===== src/rtl/dmem_port_arbiter.sv =====
// Shares one data-memory port between the CPU load/store unit and a word-only DMA port.
// Decodes byte-lane masks, flags misaligned CPU accesses and extends CPU load data.
module dmem_port_arbiter #(
    parameter int unsigned XLEN    = 32,
    parameter int unsigned CPU_MAX = 4
) (
    input  logic            clk,
    input  logic            reset,
    input  logic            cpu_req,
    input  logic            cpu_we,
    input  logic [2:0]      cpu_funct3,
    input  logic [XLEN-1:0] cpu_addr,
    input  logic [XLEN-1:0] cpu_wdata,
    output logic [XLEN-1:0] cpu_rdata,
    output logic            cpu_ack,
    output logic            cpu_err,
    input  logic            dma_req,
    input  logic            dma_we,
    input  logic [XLEN-1:0] dma_addr,
    input  logic [XLEN-1:0] dma_wdata,
    output logic [XLEN-1:0] dma_rdata,
    output logic            dma_ack,
    output logic            mem_we,
    output logic [3:0]      mem_amp,
    output logic [XLEN-1:0] mem_a,
    output logic [XLEN-1:0] mem_wd,
    input  logic [XLEN-1:0] mem_rd
);

    localparam int unsigned CntW = $clog2(CPU_MAX + 1);
    localparam logic [CntW-1:0] CpuMax = CntW'(CPU_MAX);

    typedef enum logic [1:0] {
        StIdle,
        StGntC,
        StGntD,
        StResp
    } state_e;

    state_e          state_q, state_d;
    logic [CntW-1:0] starve_q, starve_d;
    logic            cpu_ack_q, cpu_err_q, dma_ack_q;
    logic [XLEN-1:0] cpu_rdata_q, dma_rdata_q;

    logic [1:0]      addr_lo;
    logic [1:0]      size;
    logic [3:0]      cpu_amp;
    logic            cpu_mis;
    logic [7:0]      lane_b;
    logic [15:0]     lane_h;
    logic [XLEN-1:0] cpu_ext;
    logic            cpu_win;
    state_e          arb_next;
    logic            dma_addr_unused;

    // DMA is word-only, so its low address bits carry no information.
    assign dma_addr_unused = ^dma_addr[1:0];

    assign addr_lo = cpu_addr[1:0];
    assign size    = cpu_funct3[1:0];

    always_comb begin
        cpu_amp = 4'b0000;
        cpu_mis = 1'b0;
        unique case (size)
            2'b00: cpu_amp = 4'b0001 << addr_lo;
            2'b01: begin
                cpu_amp = cpu_addr[1] ? 4'b1100 : 4'b0011;
                cpu_mis = cpu_addr[0];
            end
            2'b10: begin
                cpu_amp = 4'b1111;
                cpu_mis = (addr_lo != 2'b00);
            end
            default: cpu_amp = 4'b0000;
        endcase
    end

    assign lane_b = 8'(mem_rd >> {addr_lo, 3'b000});
    assign lane_h = 16'(mem_rd >> {cpu_addr[1], 4'b0000});

    always_comb begin
        cpu_ext = mem_rd;
        unique case (size)
            2'b00:   cpu_ext = {{(XLEN-8){lane_b[7] & ~cpu_funct3[2]}}, lane_b};
            2'b01:   cpu_ext = {{(XLEN-16){lane_h[15] & ~cpu_funct3[2]}}, lane_h};
            default: cpu_ext = mem_rd;
        endcase
    end

    // DMA takes the slot only once the CPU has had CPU_MAX grants in a row against it.
    assign cpu_win  = cpu_req && !(dma_req && (starve_q == CpuMax));
    assign arb_next = cpu_win ? StGntC : (dma_req ? StGntD : StIdle);

    always_comb begin
        state_d  = state_q;
        starve_d = starve_q;
        unique case (state_q)
            StIdle, StResp: begin
                state_d = arb_next;
                if (arb_next == StGntC && dma_req && starve_q != CpuMax) begin
                    starve_d = starve_q + CntW'(1);
                end else if (arb_next == StGntD) begin
                    starve_d = '0;
                end
            end
            StGntC, StGntD: state_d = StResp;
            default:        state_d = StIdle;
        endcase
        if (!dma_req) begin
            starve_d = '0;
        end
    end

    always_comb begin
        mem_we  = 1'b0;
        mem_amp = 4'b0000;
        mem_a   = '0;
        mem_wd  = '0;
        unique case (state_q)
            StGntC: begin
                mem_we  = cpu_we & ~cpu_mis & ~reset;
                mem_amp = cpu_amp;
                mem_a   = {cpu_addr[XLEN-1:2], 2'b00};
                mem_wd  = cpu_wdata;
            end
            StGntD: begin
                mem_we  = dma_we & ~reset;
                mem_amp = 4'b1111;
                mem_a   = {dma_addr[XLEN-1:2], 2'b00};
                mem_wd  = dma_wdata;
            end
            default: begin
                mem_we = 1'b0;
            end
        endcase
    end

    always_ff @(posedge clk) begin
        if (reset) begin
            state_q     <= StIdle;
            starve_q    <= '0;
            cpu_ack_q   <= 1'b0;
            cpu_err_q   <= 1'b0;
            dma_ack_q   <= 1'b0;
            cpu_rdata_q <= '0;
            dma_rdata_q <= '0;
        end else begin
            state_q   <= state_d;
            starve_q  <= starve_d;
            cpu_ack_q <= (state_q == StGntC);
            cpu_err_q <= (state_q == StGntC) && cpu_mis;
            dma_ack_q <= (state_q == StGntD);
            if (state_q == StGntC) begin
                cpu_rdata_q <= cpu_mis ? '0 : cpu_ext;
            end
            if (state_q == StGntD) begin
                dma_rdata_q <= mem_rd;
            end
        end
    end

    assign cpu_ack   = cpu_ack_q;
    assign cpu_err   = cpu_err_q;
    assign cpu_rdata = cpu_rdata_q;
    assign dma_ack   = dma_ack_q;
    assign dma_rdata = dma_rdata_q;

endmodule


===== config.mk =====
export PLATFORM = sky130hd
export DESIGN_NAME = dmem_port_arbiter
export DESIGN_NICKNAME = d
export VERILOG_FILES = /design/src/rtl/dmem_port_arbiter.sv
export SDC_FILE = /design/constraint.sdc
export NUM_CORES = 1
export LEC_CHECK = 0
export BUFFER_PORTS_ARGS = -buffer_cell sky130_fd_sc_hd__buf_4
export CELL_PAD_IN_SITES_DETAIL_PLACEMENT = 0
export CELL_PAD_IN_SITES_GLOBAL_PLACEMENT = 2
export CORE_ASPECT_RATIO = 1.5
export CORE_MARGIN = 10
export CORE_UTILIZATION = 18
export DETAILED_ROUTE_END_ITERATION = 8
export GPL_ROUTABILITY_DRIVEN = 0
export PLACE_DENSITY_LB_ADDON = 0.1
export SYNTH_ARGS = -nofsm -noshare
export SYNTH_HDL_FRONTEND = slang
export SYNTH_SLANG_ARGS = --single-unit

===== constraint.sdc =====
create_clock -name clk -period 1.75 [get_ports clk]
set_input_delay 0.175 -clock clk [delete_from_list [all_inputs] [get_ports clk]]
set_output_delay 0.175 -clock clk [all_outputs]
set_load 0.02 [all_outputs]

==> metrics.md <==
| Metric | Value |
|---|---|
| Share of layout cells above drive strength 1 | `60.2%` |
| Yosys reg bits | `72` |
| Post-synthesis sequential area ratio | `a little over a third` |
| CTS Sinks | `72` |
| Setup WS post-layout | `-0.101 ns` |
| Post-Syn Instances | `~460` |
| Total number of vias | `~4900` |
| H-Tree Depth | `3` |
| Overflow after GRT | `0` |
| Commonest cells after routing, fill and taps aside | `buf_4 (326), nor2_1 (103), dfxtp_1 (70)` |
| Total Routing Usage GR | `between 10% and 20%` |
| Cell taking the most area after synthesis | `dfxtp_1` |
| Clk slew on worst S/H paths | `0.06 ns` |
| Area growth from synthesis to layout | `99.9%` |
| Post-layout minimum cycle time | `1.85 ns` |
| Syn Area/Cell | `between 8 and 9 sq um` |
| Async S/R FF share, synth | `0%` |
| Clock network power share | `approximately 28%` |
| Worst path arrival time | `roughly 1.7 ns` |
| Net switching power | `approximately 2.3 mW` |
| Gate power share | `between 40% and 50%` |
| Ys Warns | `0` |
| Core footprint | `~22000 sq um` |
| Number of port buffers | `300` |
| Residual DRC | `0` |
| Worst-path fanout max | `9` |
| Post-DP HPWL | `between 15000 and 20000 um` |
| Vias in the first global route | `slightly above 5000` |
| Final hold slack | `0.0983 ns` |
| Clock tree from TritonCTS | `yes` |
| PD cells | `between 800 and 900 nW/um^2` |
| # rows | `66` |
| # Max-Cap Violations | `0` |
| Hold Path Class | `primary input to flop` |
| Leak | `3.55 nW` |
| Top cell by count, worst path | `buf_4` |
| Sw frac | `between 30% and 40%` |
| Io pins | `305` |
| RSZ-0062 raised after global routing | `yes` |
| Synth area leaders | `dfxtp_1 (37%), a22oi_1 (13%), nor2_1 (10%)` |
| Final setup fails | `63` |
| Synth unique cells | `41` |
| CP required | `~1.6 ns` |
| Total power | `6.62 mW` |
| CP Cell Sequence | `buf_4, ha_4, buf_12, clkbuf_16, a22oi_2, nor2_1, buf_4` |
| Crit path kind | `flop to primary output` |
| WL/cell | `22.5 um` |
| Total Wirelength | `about 24000 um` |
| Commonest non-fill, non-tap cell in the layout | `buf_4` |
| CP max stage delay | `~0.32 ns` |
| Inserted Diodes | `0` |
| Skew final | `between 0.004 and 0.005 ns` |
| Top_reg_cell synth | `dfxtp_1` |
| Crit end category | `primary output` |
| Die Ht | `approximately 200 um` |
| Hold_buf cts | `0` |
| Number of nets in the layout | `roughly 970` |
| First-pass GRT wire length | `about 34000 um` |
| Slew @ Worst Pin | `0.616 ns` |
| Slew Limit Headroom | `slightly below 60%` |
| Initial DRC count | `around 200` |
| Reg2reg setup slack | `about 0.030 ns` |
| Delay-heaviest family, CP | `buffers and inverters` |
| Synth Cell Area | `between 3000 and 4000 sq um` |
| Routed Antenna Nets | `0` |
| Maximum clock insertion buffer count | `2` |
| Root Buffer Master | `clkbuf_16` |
| Initial antenna violation count | `0` |
| Synth top area share | `roughly 37%` |
| Via density | `about 4.6` |
| Slew Viols, Final | `0` |
| Total CTS buffers | `9` |
| Highest-delay cell along the critical path | `dfxtp_2` |
| Period utilization | `106%` |
| WP buf/inv | `4` |
| Status | `complete, but fails checks` |
| Die area | `about 28000 sq um` |
| Largest net degree at the start of global routing | `39` |
| Count of final hold-check violations | `0` |
| Crit path launch type | `flop` |
| Max frequency | `540 MHz` |
| Failing checks | `setup timing` |
| Pint | `around 4.3 mW` |
| Post-synth EDFFs | `0` |
| Initial Util | `18.2%` |
| Max IR drop VDD | `just over 0.4 mV` |
| Clock latency on the worst-skew pair | `0.32 ns` |
| Die X | `approximately 140 um` |
| Drt pass-1 iters | `4` |
| Flop pwr share | `27.8%` |
[synth_stat cells, types with 2 or more instances]
cell type	count
buf_6	2
nand3_1	6
buf_4	3
a22o_1	2
clkbuf_1	31
a221o_2	10
mux2i_1	36
a221o_1	6
buf_2	3
nand2b_1	4
and2_1	2
dfxtp_1	72
a21bo_2	2
a22oi_1	69
a222oi_1	7
nor2_1	108
nor2b_1	4
ha_1	10
mux2_2	8
nand2_1	14
a211o_1	7
inv_1	10
a21oi_1	10
o21ai_0	15
buf_1	5
[flip-flops by register name, summed over array words and instances (netlist names)]
signal and cells:
cpu_err 1, dma_rdata 32, state_q 2, dma_ack 1, cpu_ack 1, cpu_rdata 32
starve_q 3
[cell type report]
type                    instances  area (sq um)
fillers                      2298         13800
repair buffers                357          3100
multi-input cells             337          2670
flip-flops and latches         72          1440
well taps                     272           340
clock buffers                   9           225
clock inverters                 6          68.8
inverters                      10          37.5
[logic make-up (layout without fill, tap and decap cells)]
logic type | Yosys count | after routing | share of synthesized area, %
and+or+nand+nor | 144 | 144 | 15.2
AOI/OAI and AO/OA | 137 | 137 | 27.6
DFF | 72 | 72 | 36.6
buffers and inverters | 54 | 382 | 5.91
muxes | 44 | 44 | 11.4
adders and majority gates | 10 | 10 | 3.18
other | 1 | 2 | 0.0952
[worst paths after layout]
path / start / depth (start not counted) / end
hold / removal: mem_rd[16] / 2 / cpu_rdata[16]
setup / recovery: state_q[1] / 7 / mem_wd[12]
setup reg to reg: state_q[1] / 9 / cpu_rdata[18]
hold reg to reg: cpu_rdata[3] / 2 / cpu_rdata[3]
[repair_timing]
| item | CTS | global route |
|---|---|---|
| cloned | 6 | 5 |
| gates resized for setup | 73 | 30 |
| setup buffers | 9 | 5 |
| pin swaps | 18 | 34 |
| setup endpoints to repair | 83 | 95 |
[power by group through the flow]
stage / registers [mW] / logic (mW) / clock network, mW
final: 1.84 / 2.91 / 1.87
after global routing: 1.85 / 3.12 / 1.99
after CTS: 1.84 / 2.76 / 1.94
after detailed placement: 1.87 / 2.36 / 0
after global placement: 1.87 / 2.35 / 0
after floorplan: 2.00 / 1.03 / 0
[per-layer routing]
layer	up-vias	GRT usage, %	wire length, um
li1	2336	-	-
met1	2363	16.0	8530
met2	188	30.1	13700
met3	6	4.31	1630
met4	0	2.88	136
met5	-	0	0
[per-stage QoR]
step                area [sq um]  std cells  worst slack, ns  utilization, %  TNS (ns)
floorplan                   3960        463           0.0293               -         0
global placement            6690       1024           -0.349            30.9     -8.75
detailed placement          6690       1024           -0.455            30.9    -11.25
CTS                         7610       1054           -0.133            35.2     -6.60
global route                7880       1063           -0.166            36.4    -10.32
finish                      7880       1063           -0.101            36.4     -4.45
Power figures use the tool's default switching activity.
